## config.mk

```make
export PLATFORM = sky130hd
export DESIGN_NAME = rtc_display_sequencer_flat
export DESIGN_NICKNAME = d
export VERILOG_FILES = /design/src/rtl/rtc_display_sequencer_if.sv /design/src/rtl/rtc_display_sequencer.sv /design/src/flat_wrapper.sv
export SDC_FILE = /design/constraint.sdc
export NUM_CORES = 1
export LEC_CHECK = 0
export ABC_AREA = 1
export BUFFER_PORTS_ARGS = -buffer_cell sky130_fd_sc_hd__buf_4
export CAP_MARGIN = 20
export CORE_MARGIN = 3
export CORE_UTILIZATION = 35
export DETAILED_ROUTE_END_ITERATION = 8
export PLACE_DENSITY = 0.59
export SYNTH_ARGS = -nofsm -noshare
export SYNTH_HDL_FRONTEND = slang
export SYNTH_SLANG_ARGS = --single-unit
```

## constraint.sdc

```tcl
create_clock -name clk -period 5.1 [get_ports clk]
set_clock_uncertainty 0.05 [all_clocks]
set_input_delay 0.255 -clock clk [delete_from_list [all_inputs] [get_ports clk]]
set_output_delay 0.255 -clock clk [all_outputs]
set_load 0.01 [all_outputs]
```

## src/rtl/rtc_display_sequencer_if.sv

```systemverilog
// RTC register read bus shared between the display sequencer and the RTC.
interface rtc_display_sequencer_if #(
    parameter int ADDR_W = 8
);
    logic              rd_req;
    logic [ADDR_W-1:0] rd_addr;
    logic              rd_ack;
    logic [7:0]        rd_data;

    modport master (output rd_req, output rd_addr, input rd_ack, input rd_data);
    modport slave  (input rd_req, input rd_addr, output rd_ack, output rd_data);
endinterface

```

## src/rtl/rtc_display_sequencer.sv

```systemverilog
// Sweeps the nine RTC date/time/timer BCD registers once per frame into
// shadow registers and publishes them all at once during video blanking.
module rtc_display_sequencer #(
    parameter int                TIMEOUT    = 64,
    parameter int                ADDR_W     = 8,
    parameter logic [ADDR_W-1:0] ADDR_DATE  = 8'h24,
    parameter logic [ADDR_W-1:0] ADDR_TIME  = 8'h21,
    parameter logic [ADDR_W-1:0] ADDR_TIMER = 8'h41
) (
    input  logic                     clk,
    input  logic                     reset,
    input  logic                     i_frame_tick,
    input  logic                     i_video_on,
    input  logic                     i_programar_on,
    input  logic                     i_bus_busy,
    rtc_display_sequencer_if.master  bus,
    output logic [7:0]               o_fecha_out1,
    output logic [7:0]               o_fecha_out2,
    output logic [7:0]               o_fecha_out3,
    output logic [7:0]               o_hora_out1,
    output logic [7:0]               o_hora_out2,
    output logic [7:0]               o_hora_out3,
    output logic [7:0]               o_crono_out1,
    output logic [7:0]               o_crono_out2,
    output logic [7:0]               o_crono_out3,
    output logic                     o_okmaquina,
    output logic                     o_sweep_done,
    output logic                     o_timeout_err
);
    localparam int CNT_W = $clog2(TIMEOUT + 1);

    typedef enum logic [1:0] {S_IDLE, S_WAIT, S_GAP, S_COMMIT} state_t;

    state_t            r_state;
    logic [3:0]        r_idx;
    logic [CNT_W-1:0]  r_cnt;
    logic [7:0]        r_shadow [0:8];
    logic [7:0]        r_out    [0:8];
    logic              r_rd_req;
    logic [ADDR_W-1:0] r_rd_addr;
    logic              r_ok;
    logic              r_done;
    logic              r_terr;

    // Date is read ascending (day, month, year); time and timer are read
    // descending so slot order matches hour/minute/second on the outputs.
    function automatic logic [ADDR_W-1:0] f_addr(input logic [3:0] idx);
        logic [ADDR_W-1:0] v;
        if (idx < 4'd3)
            v = ADDR_DATE + ADDR_W'(idx);
        else if (idx < 4'd6)
            v = ADDR_TIME + ADDR_W'(4'd5 - idx);
        else
            v = ADDR_TIMER + ADDR_W'(4'd8 - idx);
        return v;
    endfunction

    // Sweep FSM: request, wait for ack or timeout, one idle gap, then commit.
    always_ff @(posedge clk or negedge reset) begin
        if (!reset) begin
            r_state   <= S_IDLE;
            r_idx     <= '0;
            r_cnt     <= '0;
            r_rd_req  <= 1'b0;
            r_rd_addr <= '0;
            r_ok      <= 1'b0;
            r_done    <= 1'b0;
            r_terr    <= 1'b0;
            for (int i = 0; i < 9; i++) begin
                r_shadow[i] <= '0;
                r_out[i]    <= '0;
            end
        end else begin
            r_done <= 1'b0;
            case (r_state)
                S_IDLE: begin
                    if (i_frame_tick && !i_programar_on && !i_bus_busy) begin
                        r_idx     <= '0;
                        r_cnt     <= '0;
                        r_rd_addr <= f_addr(4'd0);
                        r_rd_req  <= 1'b1;
                        r_state   <= S_WAIT;
                    end
                end
                S_WAIT: begin
                    // A late ack landing on the last counted cycle still wins.
                    if (bus.rd_ack) begin
                        r_shadow[r_idx] <= bus.rd_data;
                        r_cnt           <= '0;
                        r_rd_req        <= 1'b0;
                        r_state         <= S_GAP;
                    end else if (r_cnt == CNT_W'(TIMEOUT - 1)) begin
                        r_terr   <= 1'b1;
                        r_cnt    <= '0;
                        r_rd_req <= 1'b0;
                        r_state  <= S_GAP;
                    end else begin
                        r_cnt <= r_cnt + CNT_W'(1);
                    end
                end
                S_GAP: begin
                    // Programming mode is honoured only between transactions.
                    if (i_programar_on) begin
                        r_state <= S_IDLE;
                    end else if (r_idx == 4'd8) begin
                        r_state <= S_COMMIT;
                    end else begin
                        r_idx     <= r_idx + 4'd1;
                        r_rd_addr <= f_addr(r_idx + 4'd1);
                        r_rd_req  <= 1'b1;
                        r_state   <= S_WAIT;
                    end
                end
                S_COMMIT: begin
                    if (i_programar_on) begin
                        r_state <= S_IDLE;
                    end else if (!i_video_on) begin
                        for (int i = 0; i < 9; i++)
                            r_out[i] <= r_shadow[i];
                        r_ok    <= 1'b1;
                        r_done  <= 1'b1;
                        r_state <= S_IDLE;
                    end
                end
                default: r_state <= S_IDLE;
            endcase
        end
    end

    assign bus.rd_req    = r_rd_req;
    assign bus.rd_addr   = r_rd_addr;
    assign o_fecha_out1  = r_out[0];
    assign o_fecha_out2  = r_out[1];
    assign o_fecha_out3  = r_out[2];
    assign o_hora_out1   = r_out[3];
    assign o_hora_out2   = r_out[4];
    assign o_hora_out3   = r_out[5];
    assign o_crono_out1  = r_out[6];
    assign o_crono_out2  = r_out[7];
    assign o_crono_out3  = r_out[8];
    assign o_okmaquina   = r_ok;
    assign o_sweep_done  = r_done;
    assign o_timeout_err = r_terr;
endmodule

```

## src/flat_wrapper.sv

```systemverilog
// flat-port wrapper written by rule: the top's interface ports become plain ports
module rtc_display_sequencer_flat 
#(
    parameter int                TIMEOUT    = 64,
    parameter int                ADDR_W     = 8,
    parameter logic [ADDR_W-1:0] ADDR_DATE  = 8'h24,
    parameter logic [ADDR_W-1:0] ADDR_TIME  = 8'h21,
    parameter logic [ADDR_W-1:0] ADDR_TIMER = 8'h41
)
  (clk, reset, i_frame_tick, i_video_on, i_programar_on, i_bus_busy, o_fecha_out1, o_fecha_out2, o_fecha_out3, o_hora_out1, o_hora_out2, o_hora_out3, o_crono_out1, o_crono_out2, o_crono_out3, o_okmaquina, o_sweep_done, o_timeout_err, bus_rd_req, bus_rd_addr, bus_rd_ack, bus_rd_data);
  rtc_display_sequencer_if #(.ADDR_W(ADDR_W)) bus_i ();
  input  logic clk;
  input  logic reset;
  input  logic i_frame_tick;
  input  logic i_video_on;
  input  logic i_programar_on;
  input  logic i_bus_busy;
  output logic [7:0] o_fecha_out1;
  output logic [7:0] o_fecha_out2;
  output logic [7:0] o_fecha_out3;
  output logic [7:0] o_hora_out1;
  output logic [7:0] o_hora_out2;
  output logic [7:0] o_hora_out3;
  output logic [7:0] o_crono_out1;
  output logic [7:0] o_crono_out2;
  output logic [7:0] o_crono_out3;
  output logic o_okmaquina;
  output logic o_sweep_done;
  output logic o_timeout_err;
  output wire logic [$bits(bus_i.rd_req)-1:0] bus_rd_req;
  output wire logic [$bits(bus_i.rd_addr)-1:0] bus_rd_addr;
  input wire logic [$bits(bus_i.rd_ack)-1:0] bus_rd_ack;
  input wire logic [$bits(bus_i.rd_data)-1:0] bus_rd_data;
  assign bus_rd_req = bus_i.rd_req;
  assign bus_rd_addr = bus_i.rd_addr;
  assign bus_i.rd_ack = bus_rd_ack;
  assign bus_i.rd_data = bus_rd_data;
  rtc_display_sequencer #(.TIMEOUT(TIMEOUT), .ADDR_W(ADDR_W), .ADDR_DATE(ADDR_DATE), .ADDR_TIME(ADDR_TIME), .ADDR_TIMER(ADDR_TIMER)) u_core (.clk(clk), .reset(reset), .i_frame_tick(i_frame_tick), .i_video_on(i_video_on), .i_programar_on(i_programar_on), .i_bus_busy(i_bus_busy), .bus(bus_i), .o_fecha_out1(o_fecha_out1), .o_fecha_out2(o_fecha_out2), .o_fecha_out3(o_fecha_out3), .o_hora_out1(o_hora_out1), .o_hora_out2(o_hora_out2), .o_hora_out3(o_hora_out3), .o_crono_out1(o_crono_out1), .o_crono_out2(o_crono_out2), .o_crono_out3(o_crono_out3), .o_okmaquina(o_okmaquina), .o_sweep_done(o_sweep_done), .o_timeout_err(o_timeout_err));
endmodule
```

==> out/qor.csv <==
stage;metric;value;unit
status;status;finished, final reports clean;
global_route;grt total ovfl;0;
power_and_ir_drop;Power Dens Cells;523;nW/µm²
timing;maximum clock frequency;0.378;GHz
critical_path;CP top delay family;simple AND/OR/NAND/NOR gates;
timing;count of final setup violators;0;
drt;final wirelength;16000;µm
final_layout;Antenna diodes;0;
run;number of max-cap violations;0;
global_route;met1 usage;0.215;
placed_design;final weighted congestion in routability-driven placement;0.822;
clock_network;clock sink count;168;
critical_path;R2R setup slack;2.46;ns
floorplanning;area of the die;21400;µm²
timing;Max-slew headroom;0.411;
global_route;GR peak layer;met2;
final_layout;fillers;1920;
floorplanning;Initial Util;0.362;
floorplanning;core region area;19000;µm²
global_route;initial antenna violation count;0;
global_route;routing usage on met2;0.248;
synthesis;Synthesized Nets;788;
critical_path;WP data arrival;2.91;ns
global_route;GRT Total Usage;0.157;
synthesis;flops & latches, synth;168;
timing;Final min period;2.64;ns
clock_network;Num CTS Buffers;17;
clock_network;Post-CTS Resized;0;
critical_path;type of the worst setup path;reg2reg;
timing;setup TNS;0;ns
timing;final worst slack;2.46;ns
global_route;largest net degree at the start of global routing;97;
critical_path;crit-path max FO;12;
final_layout;Register Area;4200;µm²
synthesis;largest area contributor in the netlist;dfrtp_1;
timing;fin crit share;0.518;
drt;via count;5180;
final_layout;synthesis-to-finish area growth;22.8;%
synthesis;Async SR Flop Fraction;1.00;
floorplanning;Ports;99;
placed_design;Placement Setup Slack;2.50;ns
power_and_ir_drop;Max VDD drop;250;µV
synthesis;Synth top area share;0.610;
timing;RSZ-0062 raised after global routing;no;
hold_path;Hold WC Path Type;in2reg;
drt;residual DRC count;0;
global_route;first-pass GRT wire length;26900;µm
timing;Hold Vio Cnt, Final;0;
drt;DR vias/cell;4.60;
timing;Slew Viols, Final;0;
clock_network;clk buf depth;2;
timing;Hold WS;0.0496;ns
placed_design;Port Buffer Count;97;
synthesis;number of unique standard cell types used by synthesis;33;
timing;Worst-Margin Slew;0.883;ns
final_layout;Final Core Density;0.445;
critical_path;Worst setup EP type;flip-flop;
synthesis;sequential element share of the synthesized area;0.610;
critical_path;worst path cell trace;ha_1 > inv_1 > nand2_1 > nand2_1 > inv_1 > ha_1 > inv_1 > o21ai_0 > nand2_1 > inv_1 > nand3_1 > nand3_1 > nand2_1;
power_and_ir_drop;Leakage Power;4.41;nW
synthesis;syn avg cell area;9.08;µm²
synthesis;top cells by count, synth;278 x nand2_1, 168 x dfrtp_1, 112 x o21ai_0;
final_layout;share of post-route cells with drive strength above 1;0.172;
critical_path;Worst EP required;5.37;ns
drt;routed wire length per instance;14.2;µm
synthesis;Post-synth EDFFs;0;
drt;Detail Route Antenna Nets;0;
critical_path;CP max stage delay;0.58;ns
drt;1st-iter DRT viols;374;
clock_network;Skew-Pair Late Insertion Delay;0.43;ns
floorplanning;Rows;50;
clock_network;H-tree Lvls;4;
floorplanning;die height;146;µm
final_layout;area of the multi-input gates;2290;µm²
clock_network;CTS tree;yes;
critical_path;Setup crit start kind;flip-flop;
synthesis;Synth area leaders;dfrtp_1 61%, nand2_1 15%, o21ai_0 8.1%;
synthesis;Synth Warn #;0;
clock_network;root buf cell;clkbuf_16;
placed_design;Final HPWL DP;10800;µm
critical_path;Critical path buffers and inverters;4;
synthesis;top-count cell post-synth;nand2_1;
critical_path;Worst path slowest cell;dfrtp_1;
clock_network;CTS clk-pin slew, worst paths;0.07;ns
global_route;met3 usage;0.0341;
synthesis;Primary FF master, synth;dfrtp_1;
global_route;number of global-route vias before repair;5064;
drt;drt first pass iters;4;
synthesis;Mapped Cells;759;
final_layout;fin nets;883;
floorplanning;Chip Width;146;µm
synthesis;area of the mapped netlist;6890;µm²
## what timing repair did
action | CTS | global route
hold buffers | 1 | 0
hold endpoints to repair | 53 | 0
setup buffers | 0 | 0
## per-layer routing
| layer | vias to the layer above | wire, µm |
|---|---|---|
| li1 | 2597 | - |
| met1 | 2474 | 7710 |
| met2 | 90 | 7540 |
| met3 | 19 | 545 |
| met4 | 0 | 232 |
| met5 | - | 0 |
## placed cells by master, fill, tap and decap left out, types with 2 or more instances in the layout
| master | netlist | layout |
|---|---|---|
| ha_1 | 14 | 14 |
| inv_2 | 4 | 4 |
| clkinv_4 | 0 | 2 |
| or2_2 | 3 | 3 |
| a21oi_1 | 9 | 9 |
| bufinv_16 | 0 | 2 |
| nor2_2 | 2 | 2 |
| nor3_4 | 3 | 4 |
| nor3_1 | 3 | 3 |
| clkinvlp_4 | 0 | 5 |
| inv_6 | 0 | 4 |
| buf_4 | 4 | 100 |
| dfrtp_1 | 168 | 168 |
| o21ai_0 | 112 | 112 |
| nand4_1 | 4 | 4 |
| a31oi_1 | 2 | 2 |
| nand3_1 | 20 | 20 |
| inv_1 | 71 | 71 |
| o22ai_1 | 3 | 3 |
| nor2_1 | 21 | 21 |
| clkbuf_16 | 0 | 17 |
| o21ai_1 | 3 | 3 |
| nand2_1 | 278 | 278 |
## power by group
group	switching [mW]	leakage, nW	internal [mW]	total, mW
sequential	0.249	2.14	1.74	1.99
clock	0.561	0.275	0.730	1.29
combinational	0.640	1.99	0.507	1.15
total	1.45	4.41	2.98	4.42
## metrics by stage
stage / instance area (µm²) / instances / power, mW
finish: 8460 / 1127 / 4.42
global route: 8460 / 1127 / 4.72
CTS: 8460 / 1127 / 4.49
detailed placement: 7860 / 1094 / 3.18
global placement: 7860 / 1094 / 3.16
floorplan: 6890 / 759 / 2.59
## tightest hold or removal path, cell delays in order
cell,delay (ns)
buf_4,0.12
nand2_1,0.05
o21ai_0,0.06
## cell families after synthesis
family / count (synthesis) / share of synthesized area
flops: 168 / 0.610
simple gates: 339 / 0.203
compound gates: 136 / 0.103
other cells: 1 / 0.000544
buf+inv: 101 / 0.0588
fa+ha+maj: 14 / 0.0254
## flip-flops by register name, indices dropped and copies added, names as in the netlist
| register | count |
|---|---|
| u_core.o_fecha_out2 | 8 |
| u_core.o_timeout_err | 1 |
| u_core.o_crono_out2 | 8 |
| u_core.o_hora_out1 | 8 |
| u_core.o_okmaquina | 1 |
| u_core.r_idx | 4 |
| u_core.r_shadow | 72 |
| u_core.r_state | 2 |
| u_core.r_cnt | 7 |
| u_core.bus.rd_req | 1 |
| u_core.o_fecha_out3 | 8 |
| u_core.o_crono_out1 | 8 |
| u_core.o_hora_out3 | 8 |
| u_core.o_sweep_done | 1 |
| u_core.o_hora_out2 | 8 |
| u_core.o_crono_out3 | 8 |
| u_core.o_fecha_out1 | 8 |
| u_core.bus.rd_addr | 7 |
## layout make-up
cell class,instances,share of cell area
Clock buffer,17,0.0503
Clock inverter,15,0.0197
Inverter,75,0.0333
Multi-Input combinational cell,490,0.271
Sequential cell,168,0.497
Tap cell,260,0.0384
Timing Repair Buffer,102,0.0912
## path summary, 6_finish.rpt
| check | startpoint | endpoint | cells after the start |
|---|---|---|---|
| hold reg to reg | u_core.o_timeout_err | u_core.o_timeout_err | 1 |
| setup reg to reg | u_core.r_idx[0] | u_core.bus.rd_addr[4] | 13 |
| hold / removal | bus_rd_data[7] | u_core.r_shadow[39] | 3 |
| setup / recovery | u_core.r_idx[0] | u_core.bus.rd_addr[4] | 13 |
| min in group asynchronous | reset | u_core.o_crono_out1[3] | 2 |
| max in group asynchronous | reset | u_core.r_shadow[60] | 3 |
No activity file was read; power rests on OpenSTA's default activity.
